==> src/rtl/dte_pkg.sv <==
// ---------------------------------------------------------------------------
// dte_pkg
//   Shared types for the DTE request sequencer: front-end request kinds,
//   diagnostic and misc function codes, the queued request/reply records,
//   the "nothing waiting" time sentinel and the sequencer FSM states.
// ---------------------------------------------------------------------------
package dte_pkg;

    // Front-end request kind carried alongside every request/reply.
    typedef enum logic [2:0] {
        dteDiagFunc    = 3'd0,
        dteDiagRead    = 3'd1,
        dteDiagWrite   = 3'd2,
        dteReleaseEBUS = 3'd3,
        dteMisc        = 3'd4
    } tFEReqType;

    // Misc function codes (carried in the 7-bit diag field for dteMisc).
    typedef enum logic [6:0] {
        miscClrCrom    = 7'o00,
        miscDrvEbusReq = 7'o01,
        miscClrEbusReq = 7'o02,
        miscSetRun     = 7'o03
    } tMiscFuncType;

    // A few well-known diagnostic function codes.
    typedef enum logic [6:0] {
        diagStopClk    = 7'o000,
        diagStartClk   = 7'o001,
        diagCondStep   = 7'o004,
        diagClrReset   = 7'o006,
        diagSetReset   = 7'o007,
        diagReadEbus   = 7'o070
    } tDiagFunction;

    typedef struct packed {
        tFEReqType   req_type;
        logic [6:0]  diag;
        logic [0:35] data;
        logic [63:0] req_time;
    } tDteReq;

    typedef struct packed {
        logic [63:0] rpl_time;
        tFEReqType   rpl_type;
        logic [6:0]  diag;
        logic [0:35] data;
    } tDteRpl;

    typedef enum logic [1:0] {
        ST_IDLE  = 2'd0,
        ST_ISSUE = 2'd1,
        ST_WAIT  = 2'd2
    } tSeqState;

    // A request offered with this time is acknowledged but never queued.
    localparam logic [63:0] NO_REQ_TIME  = '1;
    // Reply data reported when the DTE never answers (timeout build only).
    localparam logic [0:35] TIMEOUT_DATA = 36'o777777777777;

endpackage

==> src/rtl/dte_sync_fifo.sv <==
// ---------------------------------------------------------------------------
// dte_sync_fifo
//   Single-clock FIFO of an arbitrary record type T. A push and a pop in the
//   same cycle both take effect, including when full (the pop frees the slot
//   being written) or empty (the pop is a no-op, the push lands).
//   rd_data_o shows the head entry, or all zeros while empty.
// Ports
//   clk, resetN         clock, asynchronous active-low reset
//   push_i, wr_data_i   write request and data
//   pop_i               remove head entry
//   rd_data_o           head entry
//   full_o, empty_o     occupancy flags
//   count_o             number of stored entries (0..DEPTH)
// ---------------------------------------------------------------------------
module dte_sync_fifo #(
    parameter type         T     = logic,
    parameter int unsigned DEPTH = 8
) (
    input  logic                   clk,
    input  logic                   resetN,
    input  logic                   push_i,
    input  T                       wr_data_i,
    input  logic                   pop_i,
    output T                       rd_data_o,
    output logic                   full_o,
    output logic                   empty_o,
    output logic [$clog2(DEPTH):0] count_o
);

    localparam int unsigned AW = $clog2(DEPTH);

    T              mem [DEPTH];
    logic [AW-1:0] wr_ptr_q;
    logic [AW-1:0] rd_ptr_q;
    logic [AW:0]   count_q;
    logic          do_push;
    logic          do_pop;

    assign full_o  = (count_q == (AW+1)'(DEPTH));
    assign empty_o = (count_q == '0);
    assign do_pop  = pop_i && !empty_o;
    assign do_push = push_i && (!full_o || do_pop);

    // NOTE: storage has no reset; occupancy is tracked by the pointers and
    // count, and the head is masked while empty, so stale data never leaks.
    always_ff @(posedge clk) begin
        if (do_push) begin
            mem[wr_ptr_q] <= wr_data_i;
        end
    end

    // NOTE: state registers use non-blocking assignments so every register
    // samples the pre-edge values regardless of statement order.
    always_ff @(posedge clk or negedge resetN) begin
        if (!resetN) begin
            wr_ptr_q <= '0;
            rd_ptr_q <= '0;
            count_q  <= '0;
        end else begin
            if (do_push) begin
                wr_ptr_q <= wr_ptr_q + AW'(1);
            end
            if (do_pop) begin
                rd_ptr_q <= rd_ptr_q + AW'(1);
            end
            if (do_push && !do_pop) begin
                count_q <= count_q + (AW+1)'(1);
            end else if (do_pop && !do_push) begin
                count_q <= count_q - (AW+1)'(1);
            end
        end
    end

    assign rd_data_o = empty_o ? '0 : mem[rd_ptr_q];
    assign count_o   = count_q;

endmodule

==> src/rtl/dte_req_sequencer.sv <==
// ---------------------------------------------------------------------------
// dte_req_sequencer
//   Feeds front-end requests to the DTE EBUS stage strictly in order. Each
//   request waits in a FIFO until the free-running tick counter reaches its
//   scheduled time, is presented to the DTE, and the DTE reply is stamped with
//   the tick of arrival and queued for the front end.
// Build option
//   DTE_REQ_TIMEOUT_EN  when defined, a request left unanswered TIMEOUT ticks
//                       after issAck produces an all-ones reply and the
//                       sequencer moves on; otherwise it waits forever.
// Ports
//   clk, resetN                         clock, asynchronous active-low reset
//   reqValid/reqReady                   front-end request handshake
//   reqType/diagReq/reqData/reqTime     request fields (all-ones time = none)
//   issValid/issAck                     request presented to / taken by DTE
//   issType/issDiag/issData             presented request fields
//   rspValid/rspData                    DTE completion pulse and EBUS data
//   rplValid/rplReady                   reply queue handshake to front end
//   rplTime/rplType/rplDiag/rplData     head reply fields
//   ticks                               free-running tick counter
//   busy                                request issued and not yet replied
// ---------------------------------------------------------------------------
module dte_req_sequencer
    import dte_pkg::*;
#(
    parameter int unsigned REQ_DEPTH = 8,
    parameter int unsigned RSP_DEPTH = 8,
    parameter int unsigned TIMEOUT   = 1024
) (
    input  logic        clk,
    input  logic        resetN,
    input  logic        reqValid,
    output logic        reqReady,
    input  logic [2:0]  reqType,
    input  logic [6:0]  diagReq,
    input  logic [0:35] reqData,
    input  logic [63:0] reqTime,
    output logic        issValid,
    input  logic        issAck,
    output logic [2:0]  issType,
    output logic [6:0]  issDiag,
    output logic [0:35] issData,
    input  logic        rspValid,
    input  logic [0:35] rspData,
    output logic        rplValid,
    input  logic        rplReady,
    output logic [63:0] rplTime,
    output logic [2:0]  rplType,
    output logic [6:0]  rplDiag,
    output logic [0:35] rplData,
    output logic [63:0] ticks,
    output logic        busy
);

    tSeqState    state_q;
    logic [63:0] ticks_q;
    logic [63:0] ticks_d;
    logic        iss_valid_q;
    tFEReqType   iss_type_q;
    logic [6:0]  iss_diag_q;
    logic [0:35] iss_data_q;
    logic        busy_q;

    tDteReq      req_wr_data;
    tDteReq      req_head;
    logic        req_push;
    logic        req_pop;
    logic        req_full;
    logic        req_empty;
    logic [$clog2(REQ_DEPTH):0] unused_req_count;

    tDteRpl      rpl_wr_data;
    tDteRpl      rpl_head;
    logic        rpl_push;
    logic        rpl_pop;
    logic        rpl_full;
    logic        rpl_empty;
    logic [$clog2(RSP_DEPTH):0] unused_rpl_count;

    logic        can_issue;
    logic        timeout_hit;

    // ------------------------------------------------------------ tick counter
    assign ticks_d = ticks_q + 64'd1;   // wraps naturally at 2^64

    always_ff @(posedge clk or negedge resetN) begin
        if (!resetN) begin
            ticks_q <= '0;
        end else begin
            ticks_q <= ticks_d;
        end
    end

    // ----------------------------------------------------------- request queue
    assign reqReady = !req_full;
    // Sentinel-timed requests complete the handshake but are dropped here.
    assign req_push = reqValid && reqReady && (reqTime != NO_REQ_TIME);
    assign req_pop  = (state_q == ST_ISSUE) && issAck;

    always_comb begin
        req_wr_data          = '0;
        req_wr_data.req_type = tFEReqType'(reqType);
        req_wr_data.diag     = diagReq;
        req_wr_data.data     = reqData;
        req_wr_data.req_time = reqTime;
    end

    dte_sync_fifo #(
        .T     (tDteReq),
        .DEPTH (REQ_DEPTH)
    ) u_req_fifo (
        .clk       (clk),
        .resetN    (resetN),
        .push_i    (req_push),
        .wr_data_i (req_wr_data),
        .pop_i     (req_pop),
        .rd_data_o (req_head),
        .full_o    (req_full),
        .empty_o   (req_empty),
        .count_o   (unused_req_count)
    );

    // ------------------------------------------------------------- reply queue
    // Only one request is ever in flight, and it is only issued when a reply
    // slot is free, so the reply push below always finds room.
    assign rpl_pop  = !rpl_empty && rplReady;
    assign rpl_push = (state_q == ST_WAIT) && (rspValid || timeout_hit);

    // NOTE: every field gets a default before the conditional parts so the
    // combinational block never infers a latch.
    always_comb begin
        rpl_wr_data          = '0;
        rpl_wr_data.rpl_time = ticks_q;
        rpl_wr_data.rpl_type = iss_type_q;
        rpl_wr_data.diag     = iss_diag_q;
        rpl_wr_data.data     = timeout_hit ? TIMEOUT_DATA : rspData;
    end

    dte_sync_fifo #(
        .T     (tDteRpl),
        .DEPTH (RSP_DEPTH)
    ) u_rpl_fifo (
        .clk       (clk),
        .resetN    (resetN),
        .push_i    (rpl_push),
        .wr_data_i (rpl_wr_data),
        .pop_i     (rpl_pop),
        .rd_data_o (rpl_head),
        .full_o    (rpl_full),
        .empty_o   (rpl_empty),
        .count_o   (unused_rpl_count)
    );

    // A reply popped this cycle frees its slot in time for the next issue.
    assign can_issue = !req_empty
                    && (req_head.req_time <= ticks_q)
                    && (!rpl_full || rpl_pop);

    // ------------------------------------------------------------ timeout
`ifdef DTE_REQ_TIMEOUT_EN
    localparam int unsigned      TMO_W    = $clog2(TIMEOUT + 1);
    localparam logic [TMO_W-1:0] TMO_LAST = TMO_W'(TIMEOUT - 1);

    logic [TMO_W-1:0] tmo_q;

    // tmo_q is 0 in the first WAIT cycle, so TMO_LAST lands TIMEOUT ticks
    // after the issAck cycle. A real reply in that cycle still wins.
    assign timeout_hit = (state_q == ST_WAIT) && !rspValid && (tmo_q == TMO_LAST);
`else
    logic unused_timeout_cfg;

    assign unused_timeout_cfg = ^TIMEOUT;
    assign timeout_hit        = 1'b0;
`endif

    // ------------------------------------------------------------------ FSM
    always_ff @(posedge clk or negedge resetN) begin
        if (!resetN) begin
            state_q     <= ST_IDLE;
            iss_valid_q <= 1'b0;
            iss_type_q  <= dteDiagFunc;
            iss_diag_q  <= '0;
            iss_data_q  <= '0;
            busy_q      <= 1'b0;
`ifdef DTE_REQ_TIMEOUT_EN
            tmo_q       <= '0;
`endif
        end else begin
            unique case (state_q)
                ST_IDLE: begin
                    if (can_issue) begin
                        state_q     <= ST_ISSUE;
                        iss_valid_q <= 1'b1;
                        iss_type_q  <= req_head.req_type;
                        iss_diag_q  <= req_head.diag;
                        iss_data_q  <= req_head.data;
                    end
                end
                ST_ISSUE: begin
                    // A rspValid in the ack cycle is not looked at here.
                    if (issAck) begin
                        state_q     <= ST_WAIT;
                        iss_valid_q <= 1'b0;
                        busy_q      <= 1'b1;
`ifdef DTE_REQ_TIMEOUT_EN
                        tmo_q       <= '0;
`endif
                    end
                end
                ST_WAIT: begin
                    if (rpl_push) begin
                        state_q <= ST_IDLE;
                        busy_q  <= 1'b0;
                    end
`ifdef DTE_REQ_TIMEOUT_EN
                    else begin
                        tmo_q <= tmo_q + TMO_W'(1);
                    end
`endif
                end
                default: begin
                    state_q <= ST_IDLE;
                end
            endcase
        end
    end

    // -------------------------------------------------------------- outputs
    assign issValid = iss_valid_q;
    assign issType  = iss_type_q;
    assign issDiag  = iss_diag_q;
    assign issData  = iss_data_q;
    assign busy     = busy_q;
    assign ticks    = ticks_q;

    assign rplValid = !rpl_empty;
    assign rplTime  = rpl_head.rpl_time;
    assign rplType  = rpl_head.rpl_type;
    assign rplDiag  = rpl_head.diag;
    assign rplData  = rpl_head.data;

endmodule

==> config.mk <==
export PLATFORM = sky130hd
export DESIGN_NAME = dte_req_sequencer
export DESIGN_NICKNAME = d
export VERILOG_FILES = /design/src/rtl/dte_pkg.sv /design/src/rtl/dte_sync_fifo.sv /design/src/rtl/dte_req_sequencer.sv
export SDC_FILE = /design/constraint.sdc
export NUM_CORES = 2
export LEC_CHECK = 0
export CORE_ASPECT_RATIO = 1.4
export CORE_UTILIZATION = 49
export DETAILED_ROUTE_END_ITERATION = 10
export HOLD_SLACK_MARGIN = 0.15
export PLACE_DENSITY_LB_ADDON = 0.12
export SLEW_MARGIN = 5
export SYNTH_ARGS = -nofsm -noshare
export SYNTH_HDL_FRONTEND = slang
export SYNTH_SLANG_ARGS = --single-unit
==> constraint.sdc <==
create_clock -name clk -period 17.3 [get_ports clk]
set_input_delay 2.595 -clock clk [delete_from_list [all_inputs] [get_ports clk]]
set_output_delay 2.595 -clock clk [all_outputs]
set_load 0.01 [all_outputs]
==> run metrics <==
post-route minimum period=around 7.3 ns; Peak VDD IR=0.0001700 V; post-synth top area share=0.7143; area grow syn2layout=16.26%; wire length per cell=27.93 um; final worst setup slack=between 10 and 15 ns; synthesized net count=approximately 3700; PwrDens=between 150 and 200 mW/mm^2; Top FF cell, synth=edfxtp_1; clock buffer depth=3; Routed Wire Length=about 170 mm; Clock Power Share=0.280; initial core utilization=0.4937; hold buffers post-CTS=0; largest net degree at the start of global routing=between 100 and 150; slowest cell on the critical path=nor4_1; Async SR Flop Fraction=0.07075; die height=roughly 460 um; gp weighted congestion=0.8353; largest cells by area after synthesis=edfxtp_1 71%, mux4_2 13%, dfrtp_1 4.5%, mux2i_1 3.0%, nor2_1 1.3%; detailed placement HPWL=98.45 mm; total clock sinks=roughly 1900; required time of the worst setup path=roughly 18 ns; Yosys top cell by area=edfxtp_1; Post-synth EDFFs=between 1500 and 2000; internal power=between 9000 and 10000 uW; synthesized netlist cell count=approximately 3500; nets@finish=4210; share of cells above drive strength 1=0.2021; Net Sw Frac=0.2945; Hold Startpoint=issData[4]$_DFFE_PN0P_; leakage=approximately 0.029 uW; pre-CTS setup slack=between 9 and 10 ns; Final Skew=about 0.022 ns; sequential area share after synthesis=0.7596; crit path capture type=register; Num CTS Buffers=176; total net switching power=just over 4000 uW; Antenna Nets Post-Route=0; Fin Setup TNS=0 ns; crit start category=register; Final Hold Fails=0; yosys warns=0; post-CTS setup buffer count=0; fill count=roughly 11000; Max-Slew Margin vs Limit=0.2753; critical path type=register to register; cell count of the worst reg-to-reg path=14; syn avg cell area=about 21 um^2; terminus of the critical flop-to-flop path=issData[8]$_DFFE_PN0P_; Core Box Area=~0.15 mm^2; worst skew pair latency=between 0.8 and 0.9 ns; register bit total from synthesis=1894; Sequential Power Share=0.425; outcome=complete, no violations; grt total ovfl=0; Overall Global Routing Usage=0.2265; mapped cell area=around 0.074 mm^2; Ports=~380; worst slew pin tran=1.087 ns; Residual DRC=0; initial antenna violation count=24; Vias/cell=approximately 5.8; Die Span X=~330 um; cell mode on critical path=buf_4; reg2reg start=u_req_fifo.rd_ptr_q[0]$_DFFE_PN0P_; critical path arrival=7.94 ns; clock-pin slew of the registers on the worst-case setup and hold paths=approximately 0.060 ns; total power=13720 uW; root buffer cell=clkbuf_16; first-iteration detailed-routing DRC count=2436; Hold Crit Depth=1; H-tree levels=4; final setup fails=0; RSZ-0062 raised after global routing=no; critical path, cell by cell=buf_4, buf_4, buf_12, mux4_2, mux2i_1, nor2_1, ha_1, nand4_1, nor4_1, nand4_1, or3_1, o41ai_4, buf_4, mux2_2; combinational share of power=0.294; die area=0.1526 mm^2; IO Port Bufs=~380; CTS tree=built; number of global-route vias before repair=between 30000 and 40000; max-slew violations=0; Hold Path End=issData[4]$_DFFE_PN0P_; CP peak stage delay=0.79 ns; f_max=around 0.14 GHz; fin crit share=0.4194; max cap viols=0; worst min path class=register to register; PostCTS Resize Cnt=0; Core Rows=between 150 and 200; Cell variety after synth=53; register-to-register setup slack=10.05 ns; crit-path max FO=94; first-pass GRT wire length=about 250 mm; 1st-pass router iterations=7; Via Count=between 30000 and 40000
-- power groups by stage --
stage                     registers, uW  logic [uW]  clock network, uW
after floorplan                    5820        2740                  0
after global placement             5920        4110                  0
after detailed placement           5940        4130                  0
after CTS                          5840        4140               3930
after global routing               5880        4400               4090
final                              5830        4040               3850
-- cell type report --
cell class | count | area, um^2 | area share
flip-flops and latches | 1894 | 56230 | 0.6537
well taps | 1955 | 2446 | 0.02844
diodes | 2 | 5.005 | 0.00005818
inverters | 71 | 266.5 | 0.003098
multi-input cells | 1388 | 17010 | 0.1977
clock buffers | 230 | 4843 | 0.05631
repair buffers | 450 | 4355 | 0.05063
clock inverters | 88 | 867.1 | 0.01008
-- placed cells by master, fill, tap and decap left out, types with 27 or more instances in the layout --
cell type           n
edfxtp_1         1760
clkbuf_16         181
nand4_1            46
clkbuf_1           36
inv_1              71
mux2i_1           219
nor2_1            247
ha_1               75
mux2_2             35
nand2_1            54
xnor2_1            73
buf_4              72
a21oi_1            27
clkdlybuf4s50_1   374
mux4_2            440
dfrtp_1           128
clkinv_1           32
clkinv_2           28
-- worst max-delay path by stage --
stage	start	end	slack (ns)	cells after the start
4_1_cts	u_req_fifo.rd_ptr_q[0]$_DFFE_PN0P_	issData[20]$_DFFE_PN0P_	9.78	14
3_5_place_dp	u_req_fifo.rd_ptr_q[0]$_DFFE_PN0P_	issData[11]$_DFFE_PN0P_	9.80	14
5_1_grt	u_req_fifo.rd_ptr_q[0]$_DFFE_PN0P_	issData[6]$_DFFE_PN0P_	9.42	14
2_1_floorplan	reqTime[5]	u_req_fifo.mem[5][0]$_DFFE_PP_	2.10	5
6_report	u_req_fifo.rd_ptr_q[0]$_DFFE_PN0P_	issData[8]$_DFFE_PN0P_	10.05	14
3_3_place_gp	u_req_fifo.rd_ptr_q[0]$_DFFE_PN0P_	issData[5]$_DFFE_PN0P_	9.77	14
-- cells in the mapped netlist (all sizes together) (2+ instances only) --
library cell / count
edfxtp: 1760
mux4: 440
nor2: 255
mux2i: 219
dfrtp: 134
clkbuf: 84
ha: 75
buf: 74
xnor2: 73
inv: 71
nand2: 54
mux2: 53
nand4: 46
a21oi: 27
nand3: 25
nor3: 20
nor4: 16
o21ai: 10
and3: 8
and4: 8
or4: 8
nand2b: 6
a21o: 4
or3: 4
xor2: 4
a221oi: 3
and2: 3
nor2b: 3
a31oi: 2
fa: 2
nor3b: 2
nor4b: 2
o211ai: 2
or2: 2
-- cells by family after synthesis --
group                    Yosys count  share of synthesized area
adder cells (fa/ha/maj)           77                    0.01322
AND/OR/NAND/NOR                  463                    0.02917
XOR/XNOR                          77                   0.009115
buffers and inverters            229                    0.01223
multiplexers                     712                     0.1716
flip-flops                      1894                     0.7596
AO/OA/AOI/OAI                     59                   0.005006
-- sequential cells by signal (all words and copies together) (netlist names) --
register	cells
u_req_fifo.mem	880
u_req_fifo.rd_ptr_q	3
state_q	2
issValid	1
u_rpl_fifo.count_o	4
u_req_fifo.wr_ptr_q	3
u_rpl_fifo.mem	880
issType	3
u_req_fifo.count_o	4
ticks	64
busy	1
u_rpl_fifo.wr_ptr_q	3
issData	36
issDiag	7
u_rpl_fifo.rd_ptr_q	3
-- through the flow --
step / area (um^2) / instances / util / hold slack, ns
floorplan: 73990 / 3511 / - / 0.4717
global placement: 80300 / 5758 / 0.5358 / 0.4709
detailed placement: 80300 / 5758 / 0.5358 / 0.4818
CTS: 86010 / 6076 / 0.5739 / 0.5012
global route: 86010 / 6076 / 0.5739 / 0.5111
finish: 86020 / 6078 / 0.5739 / 0.4936
-- critical path, delay by kind of cell, from the launching register on --
kind	cells	cell delay, ns
simple gates	5	1.75
compound gates	1	0.09
fa+ha+maj	1	0.36
buf+inv	4	2.60
mux	3	1.16
flops	1	0.76
-- per-layer routing --
layer | routed length (um) | track usage | part of all wire | vias to the layer above
li1 | - | - | - | 15265
met1 | 71380 | 0.3023 | 0.42 | 18766
met2 | 83630 | 0.3734 | 0.49 | 872
met3 | 10860 | 0.05398 | 0.064 | 248
met4 | 3653 | 0.06168 | 0.022 | 44
met5 | 261 | 0 | 0.0015 | -
No activity file was read; power rests on OpenSTA's default activity.
